`src/rtl/mem_map_pkg.sv`:
```
// Address map, status-bit layout and shared widths for the CPU memory responder.
package mem_map_pkg;

  localparam int unsigned ADDR_W = 8;
  localparam int unsigned DATA_W = 8;
  localparam int unsigned CNT_W  = 3;

  localparam logic [ADDR_W-1:0] MMIO_BASE_DEFAULT = 8'hF0;

  localparam logic [ADDR_W-1:0] ADDR_GPIO_OUT  = 8'hF0;
  localparam logic [ADDR_W-1:0] ADDR_GPIO_IN   = 8'hF1;
  localparam logic [ADDR_W-1:0] ADDR_TIMER     = 8'hF2;
  localparam logic [ADDR_W-1:0] ADDR_TX_DATA   = 8'hF3;
  localparam logic [ADDR_W-1:0] ADDR_TX_STATUS = 8'hF4;

  localparam int unsigned STAT_FULL    = 0;
  localparam int unsigned STAT_EMPTY   = 1;
  localparam int unsigned STAT_OVF     = 2;
  localparam int unsigned STAT_CNT_LSB = 3;

endpackage

```
`src/rtl/mem_io_responder_if.sv`:
```
// CPU memory bus plus the TX byte stream, as seen by the responder.
interface mem_io_responder_if;
  import mem_map_pkg::*;

  logic [ADDR_W-1:0] AddressBus;
  logic [DATA_W-1:0] WriteDataBus;
  logic              MemwriteEnable;
  logic [DATA_W-1:0] ReadDataBus;
  logic [DATA_W-1:0] tx_data;
  logic              tx_valid;
  logic              tx_ready;

  modport slave (
    input  AddressBus, WriteDataBus, MemwriteEnable, tx_ready,
    output ReadDataBus, tx_data, tx_valid
  );

  modport master (
    output AddressBus, WriteDataBus, MemwriteEnable, tx_ready,
    input  ReadDataBus, tx_data, tx_valid
  );
endinterface

```
`src/rtl/tx_fifo.sv`:
```
// Small power-of-two TX FIFO; a push into a full FIFO is still taken when a pop frees a slot.
module tx_fifo
  import mem_map_pkg::*;
#(
  parameter int unsigned DEPTH = 4
) (
  input  logic              clk,
  input  logic              reset,
  input  logic              push,
  input  logic              pop,
  input  logic [DATA_W-1:0] wdata,
  output logic [DATA_W-1:0] head_c,
  output logic              full,
  output logic              empty,
  output logic [CNT_W-1:0]  count
);

  localparam int unsigned PTR_W = (DEPTH > 1) ? $clog2(DEPTH) : 1;

  logic [DATA_W-1:0] mem [DEPTH];
  logic [PTR_W-1:0]  wr_ptr, rd_ptr;
  logic              do_push_c, do_pop_c;
  logic [CNT_W-1:0]  count_nxt_c;

  always_comb begin
    do_pop_c    = pop && !empty;
    do_push_c   = push && (!full || do_pop_c);
    count_nxt_c = count;
    if (do_push_c && !do_pop_c)
      count_nxt_c = count + CNT_W'(1);
    else if (!do_push_c && do_pop_c)
      count_nxt_c = count - CNT_W'(1);
  end

  // Storage carries no reset; pointers and count define what is live.
  always_ff @(posedge clk) begin
    if (!reset && do_push_c)
      mem[wr_ptr] <= wdata;
  end

  always_ff @(posedge clk) begin
    if (reset) begin
      wr_ptr <= '0;
      rd_ptr <= '0;
      count  <= '0;
      full   <= 1'b0;
      empty  <= 1'b1;
    end else begin
      if (do_push_c) wr_ptr <= wr_ptr + PTR_W'(1);
      if (do_pop_c)  rd_ptr <= rd_ptr + PTR_W'(1);
      count <= count_nxt_c;
      full  <= (count_nxt_c == CNT_W'(DEPTH));
      empty <= (count_nxt_c == '0);
    end
  end

  assign head_c = mem[rd_ptr];

endmodule

```
`src/rtl/mem_io_responder.sv`:
```
// RAM plus memory-mapped GPIO, timer and TX FIFO behind the CPU's 8-bit bus.
// Reads are combinational so a single-cycle CPU sees data in the same cycle.
module mem_io_responder
  import mem_map_pkg::*;
#(
  parameter logic [ADDR_W-1:0] MMIO_BASE  = MMIO_BASE_DEFAULT,
  parameter int unsigned       FIFO_DEPTH = 4
) (
  input  logic               clk,
  input  logic               reset,
  mem_io_responder_if.slave  bus,
  output logic [DATA_W-1:0]  gpio_out,
  input  logic [DATA_W-1:0]  gpio_in
);

  localparam int unsigned RAM_WORDS = 32'(MMIO_BASE);

  // Register offsets relative to the I/O page, so MMIO_BASE can move the page.
  localparam logic [ADDR_W-1:0] OFF_GPIO_OUT  = ADDR_GPIO_OUT  - MMIO_BASE_DEFAULT;
  localparam logic [ADDR_W-1:0] OFF_GPIO_IN   = ADDR_GPIO_IN   - MMIO_BASE_DEFAULT;
  localparam logic [ADDR_W-1:0] OFF_TIMER     = ADDR_TIMER     - MMIO_BASE_DEFAULT;
  localparam logic [ADDR_W-1:0] OFF_TX_DATA   = ADDR_TX_DATA   - MMIO_BASE_DEFAULT;
  localparam logic [ADDR_W-1:0] OFF_TX_STATUS = ADDR_TX_STATUS - MMIO_BASE_DEFAULT;

  logic [DATA_W-1:0] ram [RAM_WORDS];
  logic [DATA_W-1:0] gpio_in_q;
  logic [DATA_W-1:0] timer;
  logic              ovf;

  logic              is_ram_c;
  logic [ADDR_W-1:0] io_off_c;
  logic              wr_io_c;
  logic              push_c, pop_c, ovf_set_c, ovf_clr_c;
  logic [DATA_W-1:0] rd_c;

  logic              fifo_full, fifo_empty;
  logic [CNT_W-1:0]  fifo_count;

  always_comb begin
    is_ram_c  = (bus.AddressBus < MMIO_BASE);
    io_off_c  = bus.AddressBus - MMIO_BASE;
    wr_io_c   = bus.MemwriteEnable && !is_ram_c;
    pop_c     = bus.tx_valid && bus.tx_ready;
    push_c    = wr_io_c && (io_off_c == OFF_TX_DATA);
    ovf_set_c = push_c && fifo_full && !pop_c;
    ovf_clr_c = wr_io_c && (io_off_c == OFF_TX_STATUS) && bus.WriteDataBus[STAT_OVF];
  end

  // RAM ignores reset, so a store in the reset cycle still lands.
  always_ff @(posedge clk) begin
    if (bus.MemwriteEnable && is_ram_c)
      ram[bus.AddressBus] <= bus.WriteDataBus;
  end

  always_ff @(posedge clk) begin
    if (reset) begin
      gpio_out  <= '0;
      gpio_in_q <= '0;
      timer     <= '0;
      ovf       <= 1'b0;
    end else begin
      gpio_in_q <= gpio_in;
      if (wr_io_c && (io_off_c == OFF_GPIO_OUT))
        gpio_out <= bus.WriteDataBus;
      if (wr_io_c && (io_off_c == OFF_TIMER))
        timer <= bus.WriteDataBus;
      else
        timer <= timer + DATA_W'(1);
      if (ovf_set_c)
        ovf <= 1'b1;
      else if (ovf_clr_c)
        ovf <= 1'b0;
    end
  end

  tx_fifo #(.DEPTH(FIFO_DEPTH)) u_tx_fifo (
    .clk    (clk),
    .reset  (reset),
    .push   (push_c),
    .pop    (pop_c),
    .wdata  (bus.WriteDataBus),
    .head_c (bus.tx_data),
    .full   (fifo_full),
    .empty  (fifo_empty),
    .count  (fifo_count)
  );

  assign bus.tx_valid = !fifo_empty;

  always_comb begin
    rd_c = '0;
    if (is_ram_c) begin
      rd_c = ram[bus.AddressBus];
    end else begin
      case (io_off_c)
        OFF_GPIO_OUT: rd_c = gpio_out;
        OFF_GPIO_IN:  rd_c = gpio_in_q;
        OFF_TIMER:    rd_c = timer;
        OFF_TX_STATUS: begin
          rd_c[STAT_FULL]               = fifo_full;
          rd_c[STAT_EMPTY]              = fifo_empty;
          rd_c[STAT_OVF]                = ovf;
          rd_c[STAT_CNT_LSB +: CNT_W]   = fifo_count;
        end
        default:      rd_c = '0;
      endcase
    end
  end

  assign bus.ReadDataBus = rd_c;

endmodule

```
`src/flat_wrapper.sv`:
```
// flat-port wrapper written by rule: the top's interface ports become plain ports
module mem_io_responder_flat import mem_map_pkg::*;
#(
  parameter logic [ADDR_W-1:0] MMIO_BASE  = MMIO_BASE_DEFAULT,
  parameter int unsigned       FIFO_DEPTH = 4
)
  (clk, reset, gpio_out, gpio_in, bus_AddressBus, bus_WriteDataBus, bus_MemwriteEnable, bus_tx_ready, bus_ReadDataBus, bus_tx_data, bus_tx_valid);
  mem_io_responder_if bus_i ();
  input  logic clk;
  input  logic reset;
  output logic [DATA_W-1:0] gpio_out;
  input  logic [DATA_W-1:0] gpio_in;
  input wire logic [$bits(bus_i.AddressBus)-1:0] bus_AddressBus;
  input wire logic [$bits(bus_i.WriteDataBus)-1:0] bus_WriteDataBus;
  input wire logic [$bits(bus_i.MemwriteEnable)-1:0] bus_MemwriteEnable;
  input wire logic [$bits(bus_i.tx_ready)-1:0] bus_tx_ready;
  output wire logic [$bits(bus_i.ReadDataBus)-1:0] bus_ReadDataBus;
  output wire logic [$bits(bus_i.tx_data)-1:0] bus_tx_data;
  output wire logic [$bits(bus_i.tx_valid)-1:0] bus_tx_valid;
  assign bus_i.AddressBus = bus_AddressBus;
  assign bus_i.WriteDataBus = bus_WriteDataBus;
  assign bus_i.MemwriteEnable = bus_MemwriteEnable;
  assign bus_i.tx_ready = bus_tx_ready;
  assign bus_ReadDataBus = bus_i.ReadDataBus;
  assign bus_tx_data = bus_i.tx_data;
  assign bus_tx_valid = bus_i.tx_valid;
  mem_io_responder #(.MMIO_BASE(MMIO_BASE), .FIFO_DEPTH(FIFO_DEPTH)) u_core (.clk(clk), .reset(reset), .bus(bus_i), .gpio_out(gpio_out), .gpio_in(gpio_in));
endmodule
```
`config.mk`:
```
export PLATFORM = sky130hd
export DESIGN_NAME = mem_io_responder_flat
export DESIGN_NICKNAME = d
export VERILOG_FILES = /design/src/rtl/mem_map_pkg.sv /design/src/rtl/mem_io_responder_if.sv /design/src/rtl/tx_fifo.sv /design/src/rtl/mem_io_responder.sv /design/src/flat_wrapper.sv
export SDC_FILE = /design/constraint.sdc
export NUM_CORES = 2
export LEC_CHECK = 0
export ABC_AREA = 1
export ABC_CLOCK_PERIOD_IN_PS = 2890
export BUFFER_PORTS_ARGS = -buffer_cell sky130_fd_sc_hd__buf_2
export CORE_UTILIZATION = 45
export CTS_CLUSTER_SIZE = 25
export DETAILED_ROUTE_END_ITERATION = 8
export PLACE_DENSITY = 0.65
export SLEW_MARGIN = 20
export SYNTH_ARGS = -nofsm -noshare
export SYNTH_HDL_FRONTEND = slang
export SYNTH_HIERARCHICAL = 1
export SYNTH_SLANG_ARGS = --single-unit
```
`constraint.sdc`:
```
create_clock -name clk -period 2.89 [get_ports clk]
set_input_delay 0.7225 -clock clk [delete_from_list [all_inputs] [get_ports clk]]
set_output_delay 0.7225 -clock clk [all_outputs]
set_load 0.005 [all_outputs]
```
==> impl_metrics.py <==
metrics = {
    "synthesis": {
        "synth_top_area_share": 0.718,
        "yosys_warnings": 6,
        "yosysUniqueCellTypes": 33,
        "synth-seq-area-share": 0.727,
        "syn_area_um2": 81600,
        "syn_area_per_cell_um2": 10.7,
        "syn_inst": 7601,
        "ys_ff_latch": 1988,
        "synth.area.top_cells": "edfxtp_1 72%, nand2_1 19%, nor2_1 2.6%, buf_2 1.0%, nand3_1 0.94%",
        "synth_fp_nets": 7636,
        "synth_top_cell_by_area": "edfxtp_1",
    },
    "sta": {
        "max_slew_margin": 0.285,
        "worst_hold_slack_ps": 72.6,
        "fin_skew_ps": 17.7,
        "worstMarginPinSlew_ps": 1070,
        "fmaxAchievable_mhz": 261,
        "hold_viol": 0,
        "setup_viol_count_final": 8,
        "layout_setup_ws_ps": -948,
        "rsz0062_at_grt": "true",
        "min_period_ps": 3840,
        "setup_tns_ps": -7110,
        "timing.final.max_slew_violations": 0,
        "period_share": 1.33,
    },
    "global_route": {
        "grt_use_total": 0.252,
        "grt_max_degree": 78,
        "grt_pass1_wl_mm": 349,
        "antenna_found_initial": 5,
        "grt_overflow": 0,
        "grt_pass1_vias": 56000,
    },
    "final_layout": {
        "nets": 8284,
        "syn_to_final_growth_pct": 19.8,
        "drive_above_1_share": 0.148,
        "multiInputGateArea_um2": 20800,
        "regArea_um2": 59300,
        "final.fill_count": 14900,
    },
    "critical_path": {
        "crit_path_max_fanout": 7,
        "reg2reg_from": "u_core/u_tx_fifo/empty",
        "r2r_cells": 8,
        "endpoint_kind": "output pin",
        "crit_required_ps": 2170,
        "critPathKind": "input port to output pin",
        "cp-start-kind": "input port",
        "cp.arrival_ps": 3120,
        "r2r_end": "u_core/u_tx_fifo/mem[2][1]",
        "critPathLaunch": "bus_AddressBus[0]",
        "r2r_setup_slack_ps": 1100,
        "crit_end": "bus_ReadDataBus[2]",
    },
    "clock_network": {
        "clk_latency_ps": 850,
        "clockBufferDepth": 3,
        "htreeDepth": 4,
        "cts.sinks": 1988,
        "cts_made_buffers": 193,
        "tritoncts": "yes",
        "cts_root_buf": "clkbuf_16",
        "path_clk_slew_ps": 60,
        "ctsHoldBuffers": 0,
    },
    "route": {
        "drc_errors": 0,
        "routed_wirelength_mm": 233,
        "detail-route-antenna-nets": 0,
        "vias": 57500,
        "first_iter_violations": 6929,
        "drtPass1Iterations": 6,
        "viasPerCell": 5.34,
        "wl_per_cell_um": 21.7,
    },
    "placed_design": {
        "numPortBuffers": 52,
        "dp_hpwl_mm": 145,
        "gp_congestion": 0.909,
        "post-place-ws_ps": -1410,
    },
    "floorplanning": {
        "fp.coreArea_um2": 179000,
        "io_pins": 53,
        "die-area_um2": 183000,
        "fp.dieW_um": 428,
        "fp.dieH_um": 428,
        "start_util": 0.455,
        "row_count": 155,
    },
    "hold_path": {
        "hp-class": "input port to register",
        "hold_depth": 3,
    },
    "power_and_ir_drop": {
        "totalPowerFinal_mw": 60.6,
        "leakage_nw": 39.1,
        "ir_worst_vdd_mv": 0.647,
        "power_density_nw_per_um2": 620,
    },
    "flow_run": {
        "drv_cap": 0,
    },
    "run_status": {
        "violations": "negative setup slack",
        "status": "finished with violations",
    },
}
cell usage after synthesis (all sizes together):
master and n:
nand2 4166, edfxtp 1952, nor2 584, buf 216
clkbuf 167, nand3 155, o21ai 70, nand4 65
a22oi 64, inv 63, dfxtp 36, a21oi 21
o22ai 9, a221oi 7, clkinv 7, ha 7
xor2 5, nor3 2, a22o 1, a32o 1
nand3b 1, o31ai 1, xnor2 1
how the worst min path moves through the flow:
stage,from,endpoint
after floorplan,u_core/timer[0],u_core/timer[0]
after global placement,u_core/timer[0],u_core/timer[0]
after detailed placement,u_core/ovf,u_core/ovf
after CTS,gpio_in[1],u_core/gpio_in_q[1]
after global routing,gpio_in[0],u_core/gpio_in_q[0]
final,gpio_in[1],u_core/gpio_in_q[1]
cell type report:
type | instances | area share
flip-flops and latches | 1988 | 0.607
diodes | 5 | 0.000128
well taps | 2355 | 0.0301
multi-input cells | 5160 | 0.213
clock inverters | 108 | 0.0103
clock buffers | 243 | 0.0520
inverters | 70 | 0.00311
repair inverters | 1 | 0.0000767
repair buffers | 835 | 0.0849
power by group:
part | switching [mW] | internal, mW | total, mW
Clock | 10.8 | 13.7 | 24.5
Combinational | 2.99 | 1.42 | 4.42
Sequential | 0.0425 | 31.7 | 31.8
Total | 13.8 | 46.8 | 60.6
worst max-delay path: stages:
cell,delay (ps)
buf_16,140
inv_12,110
buf_12,150
nor2_4,80
buf_12,160
buf_8,140
buf_4,140
a22oi_2,120
nand2_1,100
nand2_1,80
nand2_2,80
nor2_4,130
nor2_4,60
nor2_4,120
buf_6,130
nand2_1,80
o21ai_4,290
nand2_1,90
buf_2,140
repair_timing:
action	4_1_cts	5_1_grt
setup buffers	12	2
pin swaps	54	13
cloned	12	3
resized for setup	158	34
endpoints found under the setup margin	8	21
routing by layer:
layer / GRT usage / wire (µm) / vias up
met3: 0.0419 / 20200 / 405
met1: 0.347 / 95500 / 28000
met5: 0 / 0 / -
met2: 0.403 / 109000 / 2665
li1: - / - / 26500
met4: 0.0975 / 8910 / 0
flip-flops by register name, summed over array words and instances (netlist names), named ones only:
register	flops
u_core/gpio_out	8
u_core/u_tx_fifo/empty	1
u_core/timer	8
u_core/ovf	1
u_core/ram	1920
u_core/u_tx_fifo/count	3
u_core/u_tx_fifo/full	1
u_core/u_tx_fifo/mem	32
u_core/u_tx_fifo/wr_ptr	2
u_core/u_tx_fifo/rd_ptr	2
u_core/gpio_in_q	8
layout by cell type, fill, tap and decap left out, types with 21 or more instances in the layout:
cell type,netlist,final
a21oi_1,21,21
a22oi_1,64,63
buf_12,0,118
buf_2,169,42
buf_4,5,617
buf_6,5,23
clkbuf_1,167,45
clkbuf_16,0,197
clkinv_1,7,51
clkinv_2,0,30
dfxtp_1,36,35
edfxtp_1,1952,1952
inv_1,57,56
nand2_1,4162,4124
nand2_2,4,39
nand3_1,153,142
nand4_1,65,65
nor2_1,573,521
nor2_2,7,40
nor2_4,4,23
o21ai_0,57,46
logic make-up (layout without fill, tap and decap cells):
kind of cell               count (synthesis)  after routing  share of synthesized area
DFF                                     1988           1988                      0.727
adders and majority gates                  7              7                    0.00107
AOI/OAI and AO/OA                        174            174                     0.0132
other                                      0              5                          0
and+or+nand+nor                         4973           4973                      0.234
buffers and inverters                    453           1257                     0.0241
xor gates and xnor gates                   6              6                   0.000644
per-stage QoR:
stage | area, µm² | instances | util
6_report | 97800 | 10800 | 0.545
5_1_grt | 97800 | 10800 | 0.545
4_1_cts | 97600 | 10800 | 0.544
3_5_place_dp | 90600 | 10400 | 0.505
3_3_place_gp | 90600 | 10400 | 0.505
2_1_floorplan | 81600 | 7601 | -
Note: power is estimated with default switching activity, not from simulation.
